## config.mk

```make
export PLATFORM = sky130hd
export DESIGN_NAME = uart_rx
export DESIGN_NICKNAME = d
export VERILOG_FILES = /design/src/rtl/uart_pkg.sv /design/src/rtl/sync2.sv /design/src/rtl/uart_rx.sv
export SDC_FILE = /design/constraint.sdc
export NUM_CORES = 1
export LEC_CHECK = 0
export ABC_AREA = 1
export CAP_MARGIN = 15
export CORE_UTILIZATION = 30
export DETAILED_ROUTE_END_ITERATION = 8
export PLACE_DENSITY = 0.64
export SLEW_MARGIN = 20
export SYNTH_ARGS = -nofsm -noshare
export SYNTH_HDL_FRONTEND = slang
export SYNTH_SLANG_ARGS = --single-unit
export TNS_END_PERCENT = 10
```

## constraint.sdc

```tcl
create_clock -name clock -period 4.1 [get_ports clock]
set_clock_uncertainty 0.05 [all_clocks]
set_input_delay 1.025 -clock clock [delete_from_list [all_inputs] [get_ports clock]]
set_output_delay 1.025 -clock clock [all_outputs]
set_load 0.02 [all_outputs]
```

## src/rtl/uart_pkg.sv

```systemverilog
// rtl/uart_pkg.sv - shared UART register map, bit positions, baud divider and RX state enum
package uart_pkg;

   localparam logic [7:0] CFG_OFF    = 8'h00;
   localparam logic [7:0] RXDATA_OFF = 8'h04;
   localparam logic [7:0] INST_OFF   = 8'h08;
   localparam logic [7:0] STATUS_OFF = 8'h0C;

   localparam int CFG_EN   = 0;
   localparam int CFG_BAUD = 1;
   localparam int CFG_IRQ  = 2;

   localparam int INST_CONSUME = 0;
   localparam int INST_CLR_IRQ = 1;
   localparam int INST_CLR_ERR = 2;

   localparam int ST_BUSY  = 0;
   localparam int ST_VALID = 1;
   localparam int ST_OVR   = 2;
   localparam int ST_FERR  = 3;

   typedef enum logic [1:0] {
      RX_IDLE  = 2'd0,
      RX_START = 2'd1,
      RX_DATA  = 2'd2,
      RX_STOP  = 2'd3
   } rx_state_t;

   // Bit period in clocks minus one; fast selects 115200 baud, otherwise 9600.
   function automatic logic [31:0] baud_div(input logic [31:0] clk_hz, input logic fast);
      return clk_hz / (fast ? 32'd115200 : 32'd9600) - 32'd1;
   endfunction

endpackage

```

## src/rtl/sync2.sv

```systemverilog
// rtl/sync2.sv - two-flop synchronizer for the asynchronous serial line (resets to idle high)
module sync2 (
   input  logic clock,
   input  logic nRst,
   input  logic d,
   output logic q
);

   logic meta;

   always_ff @(posedge clock or negedge nRst) begin
      if (!nRst) begin
         meta <= 1'b1;
         q    <= 1'b1;
      end else begin
         meta <= d;
         q    <= meta;
      end
   end

endmodule

```

## src/rtl/uart_rx.sv

```systemverilog
// rtl/uart_rx.sv - UART receiver with bus register interface, sticky flags and level interrupt
module uart_rx #(
   parameter int unsigned sys_clk = 50000000
) (
   input  logic        clock,
   input  logic        nRst,
   input  logic        HSEL,
   input  logic        HWRITE,
   input  logic [31:0] HADDR,
   input  logic [31:0] HWDATA,
   output logic [31:0] HRDATA,
   output logic        interrupt,
   input  logic        RX
);

   import uart_pkg::*;

   rx_state_t   state, next_state;
   logic        rx_s;
   logic [2:0]  cfg;
   logic [7:0]  rx_data, shift;
   logic        valid, overrun, ferr;
   logic [31:0] cnt, div, half;
   logic [2:0]  idx;
   logic        cnt_clr, sample, done;
   logic        bus_wr, cfg_wr, inst_wr;
   logic        consume, clr_irq, clr_err;
   logic        store, drop;
   logic        unused_bits;

   sync2 u_sync2 (
      .clock (clock),
      .nRst  (nRst),
      .d     (RX),
      .q     (rx_s)
   );

   assign div  = baud_div(sys_clk, cfg[CFG_BAUD]);
   assign half = div >> 1;

   assign bus_wr  = HSEL && HWRITE;
   assign cfg_wr  = bus_wr && (HADDR[7:0] == CFG_OFF);
   assign inst_wr = bus_wr && (HADDR[7:0] == INST_OFF);
   assign consume = inst_wr && HWDATA[INST_CONSUME];
   assign clr_irq = inst_wr && HWDATA[INST_CLR_IRQ];
   assign clr_err = inst_wr && HWDATA[INST_CLR_ERR];

   // A consume landing on the completion cycle frees the slot for the new byte.
   assign store = done && (!valid || consume);
   assign drop  = done && valid && !consume;

   assign unused_bits = &{1'b0, HADDR[31:8], HWDATA[31:3]};

   always_ff @(posedge clock or negedge nRst) begin
      if (!nRst) state <= RX_IDLE;
      else       state <= next_state;
   end

   // Compares use >= so a mid-frame switch to the shorter divider cannot run the counter past it.
   always_comb begin
      next_state = state;
      cnt_clr    = 1'b0;
      sample     = 1'b0;
      done       = 1'b0;
      if (!cfg[CFG_EN]) begin
         next_state = RX_IDLE;
         cnt_clr    = 1'b1;
      end else begin
         case (state)
            RX_IDLE: begin
               cnt_clr = 1'b1;
               if (!rx_s) next_state = RX_START;
            end
            RX_START: begin
               if (cnt >= half) begin
                  cnt_clr    = 1'b1;
                  next_state = rx_s ? RX_IDLE : RX_DATA;
               end
            end
            RX_DATA: begin
               if (cnt >= div) begin
                  cnt_clr = 1'b1;
                  sample  = 1'b1;
                  if (idx == 3'd7) next_state = RX_STOP;
               end
            end
            RX_STOP: begin
               if (cnt >= div) begin
                  cnt_clr    = 1'b1;
                  done       = 1'b1;
                  next_state = RX_IDLE;
               end
            end
            default: next_state = RX_IDLE;
         endcase
      end
   end

   always_ff @(posedge clock or negedge nRst) begin
      if (!nRst) begin
         cnt   <= '0;
         idx   <= '0;
         shift <= '0;
      end else begin
         cnt <= cnt_clr ? 32'd0 : cnt + 32'd1;
         if (state != RX_DATA) idx <= '0;
         else if (sample)      idx <= idx + 3'd1;
         if (sample) shift[idx] <= rx_s;
      end
   end

   always_ff @(posedge clock or negedge nRst) begin
      if (!nRst) begin
         cfg       <= '0;
         rx_data   <= '0;
         valid     <= 1'b0;
         overrun   <= 1'b0;
         ferr      <= 1'b0;
         interrupt <= 1'b0;
      end else begin
         if (cfg_wr) cfg <= HWDATA[2:0];
         if (store) begin
            rx_data <= shift;
            valid   <= 1'b1;
         end else if (consume) begin
            valid <= 1'b0;
         end
         overrun <= (overrun && !clr_err) || drop;
         ferr    <= (ferr && !clr_err) || (store && !rx_s);
         if (store && cfg[CFG_IRQ]) interrupt <= 1'b1;
         else if (clr_irq)          interrupt <= 1'b0;
      end
   end

   always_comb begin
      HRDATA = '0;
      if (nRst) begin
         case (HADDR[7:0])
            CFG_OFF:    HRDATA = {29'd0, cfg};
            RXDATA_OFF: HRDATA = {24'd0, rx_data};
            STATUS_OFF: HRDATA = {28'd0, ferr, overrun, valid, state != RX_IDLE};
            default:    HRDATA = '0;
         endcase
      end
   end

endmodule

```

==> results of run 1 <==
## through the flow
| step | setup slack (ns) | hold slack, ns | instances | utilization, % | power [mW] |
|---|---|---|---|---|---|
| 6_report | 0.0292 | 0.305 | 612 | 38.3 | 1.59 |
| 3_3_place_gp | -0.0260 | 0.297 | 596 | 34.9 | 0.714 |
| 4_1_cts | 0.0174 | 0.305 | 612 | 38.1 | 1.61 |
| 5_1_grt | -0.0690 | 0.308 | 612 | 38.3 | 1.65 |
| 3_5_place_dp | -0.0389 | 0.297 | 596 | 34.9 | 0.715 |
| 2_1_floorplan | 0.827 | 0.295 | 452 | - | 0.696 |
## registers in the layout, summed over array words and instances (netlist names)
signal        cells
valid             1
state             2
ferr              1
u_sync2.q         1
idx               3
overrun           1
interrupt         1
u_sync2.meta      1
rx_data           8
cnt              32
shift             8
cfg               3
## path summary, 6_finish.rpt
check / from / end / slack [ns] / cells after the start
max in group asynchronous: nRst / u_sync2.meta / 2.75 / 2
worst min register to register: u_sync2.meta / u_sync2.q / 0.30 / 0
worst min-delay path: u_sync2.meta / u_sync2.q / 0.30 / 0
min in group asynchronous: nRst / rx_data[7] / 0.50 / 1
worst max-delay path: HADDR[1] / HRDATA[3] / 0.03 / 5
worst max register to register: cfg[1] / rx_data[6] / 1.48 / 11
## final cells by class
cell class              count  area [um^2]
clock buffers              11          253
clock inverters             5          105
fillers                  1082         6810
inverters                  55          206
multi-input cells         305         1610
flip-flops and latches     62         1550
well taps                 140          175
repair buffers             34          317
## per-layer routing
metal	vias to the layer above	GRT usage, %
met5	-	0
met4	0	5.89
met3	14	2.69
met2	70	19.8
met1	1181	13.1
li1	1347	-
## kinds of logic after synthesis
| group | synth area share (%) |
|---|---|
| and+or+nand+nor | 26.5 |
| buffers and inverters | 12.7 |
| DFF | 45.1 |
| AOI/OAI and AO/OA | 6.36 |
| adders and majority gates | 6.18 |
| xor gates and xnor gates | 3.05 |
| other | 0.109 |
## where the power goes
group / switching (mW) / internal, mW / total (mW) / leakage [nW]
Clock: 0.263 / 0.626 / 0.889 / 0.168
Combinational: 0.0510 / 0.0223 / 0.0733 / 1.05
Sequential: 0.00614 / 0.625 / 0.631 / 0.812
## Yosys cell counts (all sizes together)
cell type  count
nand3b         1
conb           1
or2            2
nor4           4
o21ai         30
inv           55
xnor2          3
o21a           1
clkbuf         1
a21oi          2
dfrtp         60
ha            17
nor2          67
buf           29
nor4b          1
xor2           9
a31oi          1
dfstp          2
nand2         86
a21boi         1
nor3           5
nand4          5
nand3         28
## worst max-delay path, delay by kind of cell
family | cells | cell delay [ns]
buf+inv | 2 | 1.01
simple gates | 2 | 0.75
compound gates | 1 | 0.21
## what timing repair did
item / in CTS / in global routing
cloned: 0 / 0
setup endpoints to repair: 3 / 5
gates resized for setup: 3 / 5
hold buffers: 0 / 0
==> impl_metrics.tcl, run 1 <==
set metrics [dict create \
    status "finished, final reports clean" \
    clockBufferDepth 2 \
    synth_cell_types 38 \
    fin_tns_setup_ns 0 \
    hold_path.class "flip-flop to flip-flop" \
    drc 0 \
    crit_type "input port to primary output" \
    hold_viol_final 0 \
    cpMaxStageDelayCell "clkdlybuf4s50_1" \
    synth_area_leader_cell "dfrtp_1" \
    clkSlewWorstSetupHoldPaths_ns 0.05 \
    p_per_area_mw_per_mm2 377 \
    cts_setup_buffers 0 \
    grt_setup_unrepaired "yes" \
    antenna_found_initial 0 \
    final_common_cell "nand2_1" \
    postPlaceCellArea_mm2 0.00385 \
    avgSynthCellArea_um2 8.37 \
    wl_met2_mm 2.86 \
    cts_buffers 9 \
    cpMostUsedCell "clkdlybuf4s50_1" \
    cp_slowest_stage_delay_ns 0.62 \
    wl_met1_mm 2.86 \
    max_slew_margin_pct 49.6 \
    cts_tree "built" \
    start_util_pct 31.2 \
    dieArea_mm2 0.0119 \
    netlist_area_mm2 0.00344 \
    grt_max_degree 39 \
    place_congestion 0.756 \
    maxSlewViolCount 0 \
    grt_usage_pct 11.4 \
    crit_fanout 6 \
    worstMarginPinSlew_ns 0.753 \
    fmax_ghz 0.246 \
    ir_drop_v 0.000150 \
    grt_pass1_wl_mm 10.6 \
    first_pass_iters 4 \
    nets 553 \
    design_area_mm2 0.00422 \
    synth_top_area_share_pct 43.6 \
    ant_nets 0 \
    via_per_inst 4.27 \
    cp-start-kind "input port" \
    cts_sinks 62 \
    core_area_mm2 0.0110 \
    cp.arrival_ns 3.00 \
    final_cell_mix "85 x nand2_1, 65 x nor2_1, 60 x dfrtp_1, 46 x inv_1, 42 x conb_1" \
    wl_mm 6.15 \
    seq_area_frac_synth_pct 45.1 \
    area_growth_pct 22.6 \
    cellLeakagePower_nw 2.03 \
    grt_pass1_vias 2545 \
    met3_length_um 289 \
    synthCells 411 \
    die_width_um 109 \
    clk_latency_ns 0.33 \
    maxCapViolCount 0 \
    io_buffers 24 \
    finalCritPeriodShare_pct 99.3 \
    yosys_warnings 0 \
    die-height_um 109 \
    grt.overflow.total 0 \
    diodes 0 \
    first_iter_violations 127 \
    pin_count 102 \
    dp_hpwl_mm 4.52 \
    top_layer "met4" \
    critPathRequiredTime_ns 3.02 \
    row_count 38 \
    crit_path_end_kind "primary output" \
    htree_num_levels 3 \
    crit_chain "clkdlybuf4s50_1 > or2_1 > nor4b_1 > a21boi_1 > clkdlybuf4s50_1" \
    via_count 2612 \
    period_minus_slack_ns 4.07 \
    wire_per_inst_um 10.1 \
    synth-seq-cells 62 \
    synth_area_leaders "dfrtp_1 44%, nand2_1 9.3%, nor2_1 7.1%, ha_1 6.2%, buf_4 5.5%" \
    drive_above_1_share_pct 12.7 \
    root_buffer "clkbuf_16" \
    setup-violations-final 0 \
]
No activity file was read; power rests on OpenSTA's default activity.
==> run 2: changes to the inputs <==
Settings changed: TNS_END_PERCENT 10 to unset.
==> run 2 against run 1 <==
Effect of this change: register-to-register slack hardly changed; sequential share of layout area is 0.14 points lower; worst hold slack stayed put; sequential cell count stayed put; via count is 0.50% lower; total power hardly changed; clock power hardly changed; design area is 0.39% higher; core utilization is 0.15 points higher; setup slack better by 0.22 ns; sequential power hardly changed; highest routed layer unchanged.
==> impl_metrics.tcl, run 2 (same netlist as run 1, synthesis figures left out) <==
set metrics [dict create \
    status "finished, final reports clean" \
    hold_buffers 0 \
    grt_setup_unrepaired "no" \
    die-height_um 109 \
    cts_buffers 9 \
    cp.arrival_ns 2.77 \
    clockBufferDepth 2 \
    final_common_cell "nand2_1" \
    grt_pass1_wl_mm 10.6 \
    r2r-start "cfg[1]" \
    grt_pass1_vias 2545 \
    wl_mm 6.19 \
    core_area_mm2 0.0110 \
    cts_sinks 62 \
    cellLeakagePower_nw 2.06 \
    dp_hpwl_mm 4.52 \
    cp_top_family "simple AND/OR/NAND/NOR gates" \
    postPlaceCellArea_mm2 0.00385 \
    setup-violations-final 0 \
    final_cell_mix "85 x nand2_1, 65 x nor2_1, 60 x dfrtp_1, 46 x inv_1, 42 x conb_1" \
    wire_per_inst_um 10.1 \
    period_minus_slack_ns 3.85 \
    root_buffer "clkbuf_16" \
    pin_count 102 \
    grt_usage_pct 11.4 \
    cpMostUsedCell "nand2_1" \
    cpMaxStageDelayCell "clkdlybuf4s50_1" \
    cp-start-kind "input port" \
    clk_latency_ns 0.33 \
    row_count 38 \
    design_area_mm2 0.00424 \
    finalCoreUtilization_pct 38.4 \
    drc 0 \
    min-delay-start "u_sync2.meta" \
    cp_slowest_stage_delay_ns 0.39 \
    critPathLaunch "HADDR[1]" \
    hold_path.class "flip-flop to flip-flop" \
    via_count 2599 \
    max_slew_margin_pct 48.9 \
    diodes 0 \
    drive_above_1_share_pct 13.1 \
    ant_nets 0 \
    via_per_inst 4.24 \
    cts_tree "built" \
    ir_drop_v 0.000151 \
    clkSlewWorstSetupHoldPaths_ns 0.05 \
    maxCapViolCount 0 \
    crit_chain "clkdlybuf4s50_1 > or2_1 > nor4_4 > nand2_1 > nand3_1 > nand2_1 > inv_1 > dlygate4sd2_1" \
    die_width_um 109 \
    first_iter_violations 117 \
    p_per_area_mw_per_mm2 376 \
    path_buf_inv 3 \
    nets 554 \
    hold_viol_final 0 \
    largest_register_ffs 32 \
    crit_fanout 6 \
    place_ws_ns -0.0389 \
    grt.overflow.total 0 \
    htree_num_levels 3 \
    grt_max_degree 39 \
    critPathRequiredTime_ns 3.02 \
    place_congestion 0.756 \
    io_buffers 24 \
    start_util_pct 31.2 \
    crit_type "input port to primary output" \
    finalCritPeriodShare_pct 93.9 \
    crit_path_end_kind "primary output" \
    antenna_found_initial 0 \
    worstMarginPinSlew_ns 0.764 \
    largestRegisters "cnt: 32 flops, rx_data: 8 flops, shift: 8 flops" \
    area_growth_pct 23.1 \
    fin_ws_ns 0.251 \
    top_register "cnt" \
    maxSlewViolCount 0 \
    first_pass_iters 4 \
    fmax_ghz 0.260 \
    dieArea_mm2 0.0119 \
]
[run 2: cell types whose count changed in the layout (fill, tap and decap cells not counted), sizes merged]
cell           before  now
clkdlybuf4s50      16   15
buf                11   12
dlymetal6s2s        4    5
[run 2: repair_timing]
action | CTS | global route
setup buffers | 1 | 0
setup endpoints to repair | 3 | 5
gates resized for setup | 3 | 7
[run 2: metrics by stage]
step           power [mW]  setup TNS, ns  instances  hold WS (ns)
4_1_cts              1.61              0        613         0.305
2_1_floorplan       0.696              0        452         0.295
3_5_place_dp        0.715        -0.0763        596         0.297
5_1_grt              1.65              0        613         0.308
3_3_place_gp        0.714        -0.0570        596         0.297
6_report             1.59              0        613         0.305
[run 2: where the power goes]
part / switching (mW) / internal, mW / leakage, nW / total (mW)
registers: 0.00613 / 0.625 / 0.812 / 0.631
clock network: 0.261 / 0.626 / 0.168 / 0.887
logic: 0.0513 / 0.0224 / 1.08 / 0.0737
total: 0.319 / 1.27 / 2.06 / 1.59
[run 2: final timing paths]
path / endpoint / slack, ns / depth (start not counted)
max: HRDATA[2] / 0.25 / 8
min: u_sync2.q / 0.30 / 0
max reg2reg: rx_data[6] / 1.49 / 11
min reg2reg: u_sync2.q / 0.30 / 0
max in group asynchronous: u_sync2.meta / 2.75 / 2
min in group asynchronous: rx_data[3] / 0.50 / 1
[run 2: per-layer routing]
metal	wire, um	track usage, %
met1	2900	13.1
met2	2870	19.8
met3	268	2.69
met4	153	5.89
met5	0	0
[run 2: layout make-up]
cell class	count	area [um^2]
clock inverters	5	105
flip-flops and latches	62	1550
inverters	55	206
well taps	140	175
multi-input cells	305	1620
clock buffers	11	253
fillers	1082	6790
repair buffers	35	327
==> run 3: changes to the inputs <==
==> constraint.sdc (replaced) <==
create_clock -name clock -period 4.1 [get_ports clock]
set_clock_uncertainty 0.05 [all_clocks]
set_input_delay 0.82 -clock clock [delete_from_list [all_inputs] [get_ports clock]]
set_output_delay 0.82 -clock clock [all_outputs]
set_load 0.02 [all_outputs]
==> run 3 against run 2 <==
Effect of this change: register-to-register slack worse by 0.04 ns; die area stayed put; worst hold slack got worse by 0.019 ns; sequential cell count did not move; combinational power decreased by 5.0%; design area down 3.6%; largest cell class unchanged; clock-buffer cell count up 2; via count is 1.5% lower.
==> impl_metrics.tcl, run 3 (same netlist as run 1, synthesis figures left out) <==
set metrics [dict create \
    status "finished, final reports clean" \
    drive_above_1_share_pct 11.0 \
    stdcell_count 605 \
    htree_num_levels 3 \
    reg2reg_depth 11 \
    top_register "cnt" \
    r2r-start "cfg[1]" \
    cts_buffers 9 \
    critPathRequiredTime_ns 3.23 \
    dp_hpwl_mm 4.44 \
    fin_tns_setup_ns 0 \
    worstMarginPinSlew_ns 0.720 \
    nets 546 \
    final_common_cell "nand2_1" \
    p_per_area_mw_per_mm2 343 \
    place_congestion 0.789 \
    ant_nets 0 \
    maxSlewViolCount 0 \
    cp-start-kind "input port" \
    cp_slowest_stage_delay_ns 0.61 \
    die-height_um 109 \
    root_buffer "clkbuf_16" \
    final_cell_mix "85 x nand2_1, 65 x nor2_1, 60 x dfrtp_1, 46 x inv_1, 42 x conb_1" \
    ir_drop_v 0.000188 \
    crit_chain "clkdlybuf4s50_1 > or2_1 > nor4_1 > o21ai_1 > nand3_1 > nand2_1 > inv_1 > clkdlybuf4s50_1" \
    via_count 2559 \
    rrSetupSlack_ns 1.45 \
    hold_buffers 0 \
    finalCoreUtilization_pct 37.0 \
    cts_tree "built" \
    setup-violations-final 0 \
    core_area_mm2 0.0110 \
    grt.overflow.total 0 \
    clkSlewWorstSetupHoldPaths_ns 0.05 \
    holdWs_ns 0.286 \
    grt_pass1_vias 2494 \
    max_slew_margin_pct 51.8 \
    start_util_pct 31.2 \
    hold_viol_final 0 \
    cts_sinks 62 \
    critPathLaunch "HADDR[1]" \
    crit_path_end_kind "primary output" \
    drc 0 \
    grt_setup_unrepaired "no" \
    cpMostUsedCell "clkdlybuf4s50_1" \
    largest_register_ffs 32 \
    first_pass_iters 4 \
    grt_pass1_wl_mm 10.6 \
    cpMaxStageDelayCell "clkdlybuf4s50_1" \
    area_growth_pct 18.7 \
    wl_mm 5.94 \
    dieArea_mm2 0.0119 \
    reg2reg_to "rx_data[6]" \
    row_count 38 \
    io_buffers 24 \
    antenna_found_initial 0 \
    period_minus_slack_ns 3.83 \
    clk_latency_ns 0.32 \
    clockBufferDepth 2 \
    first_iter_violations 118 \
    pin_count 102 \
    dp_cells 589 \
    diodes 0 \
    cellLeakagePower_nw 1.88 \
    crit_type "input port to primary output" \
    maxCapViolCount 0 \
    power_mw 1.40 \
    fmax_ghz 0.261 \
    cp.arrival_ns 2.96 \
    die_width_um 109 \
    hold_path.class "input port to asynchronous set/reset pin" \
    grt_usage_pct 11.3 \
    crit_fanout 6 \
    wire_per_inst_um 9.81 \
    via_per_inst 4.23 \
    finalCritPeriodShare_pct 93.4 \
    cts.repair.resized 0 \
    largestRegisters "cnt: 32 flops, rx_data: 8 flops, shift: 8 flops" \
    cts_setup_buffers 0 \
    grt_max_degree 40 \
]
## run 3: changes by cell type in the layout (fill, tap and decap cells not counted), sizes merged, moves of 3 or more
cell,delta
clkdlybuf4s50,+8
bufinv,-3
buf,-8
dlymetal6s2s,-5
dlygate4sd2,-3
## run 3: report_power, final
| part | internal [mW] | switching [mW] |
|---|---|---|
| Combinational | 0.0198 | 0.0502 |
| Sequential | 0.625 | 0.00609 |
| Clock | 0.455 | 0.244 |
| Total | 1.10 | 0.301 |
## run 3: metal layers
layer,part of all wire [%],vias to the layer above,global-route usage (%)
li1,-,1327,-
met1,48,1175,14.1
met2,47,49,19.0
met3,3.2,8,1.49
met4,1.6,0,5.79
met5,0,-,0
## run 3: worst max-delay path by stage
stage,end
2_1_floorplan,HRDATA[4]
3_3_place_gp,HRDATA[0]
3_5_place_dp,HRDATA[0]
4_1_cts,HRDATA[0]
5_1_grt,HRDATA[0]
6_report,HRDATA[0]
## run 3: critical path, delay by kind of cell
| family | cells | cell delay, ns |
|---|---|---|
| buf+inv | 3 | 1.06 |
| simple gates | 4 | 0.94 |
| compound gates | 1 | 0.12 |
## run 3: per-stage QoR
step,instance area [um^2],worst slack (ns)
final,4090,0.271
after global routing,4090,0.126
after CTS,4090,0.235
after detailed placement,3800,0.234
after global placement,3800,0.250
after floorplan,3600,1.24
## run 3: cell type report
cell class                      count  area (um^2)
Inverter                           55          206
Sequential cell                    62         1550
Fill cell                        1114         6940
Multi-Input combinational cell    305         1610
Clock inverter                      3         17.5
Timing Repair Buffer               27          258
Tap cell                          140          175
Clock buffer                       13          270
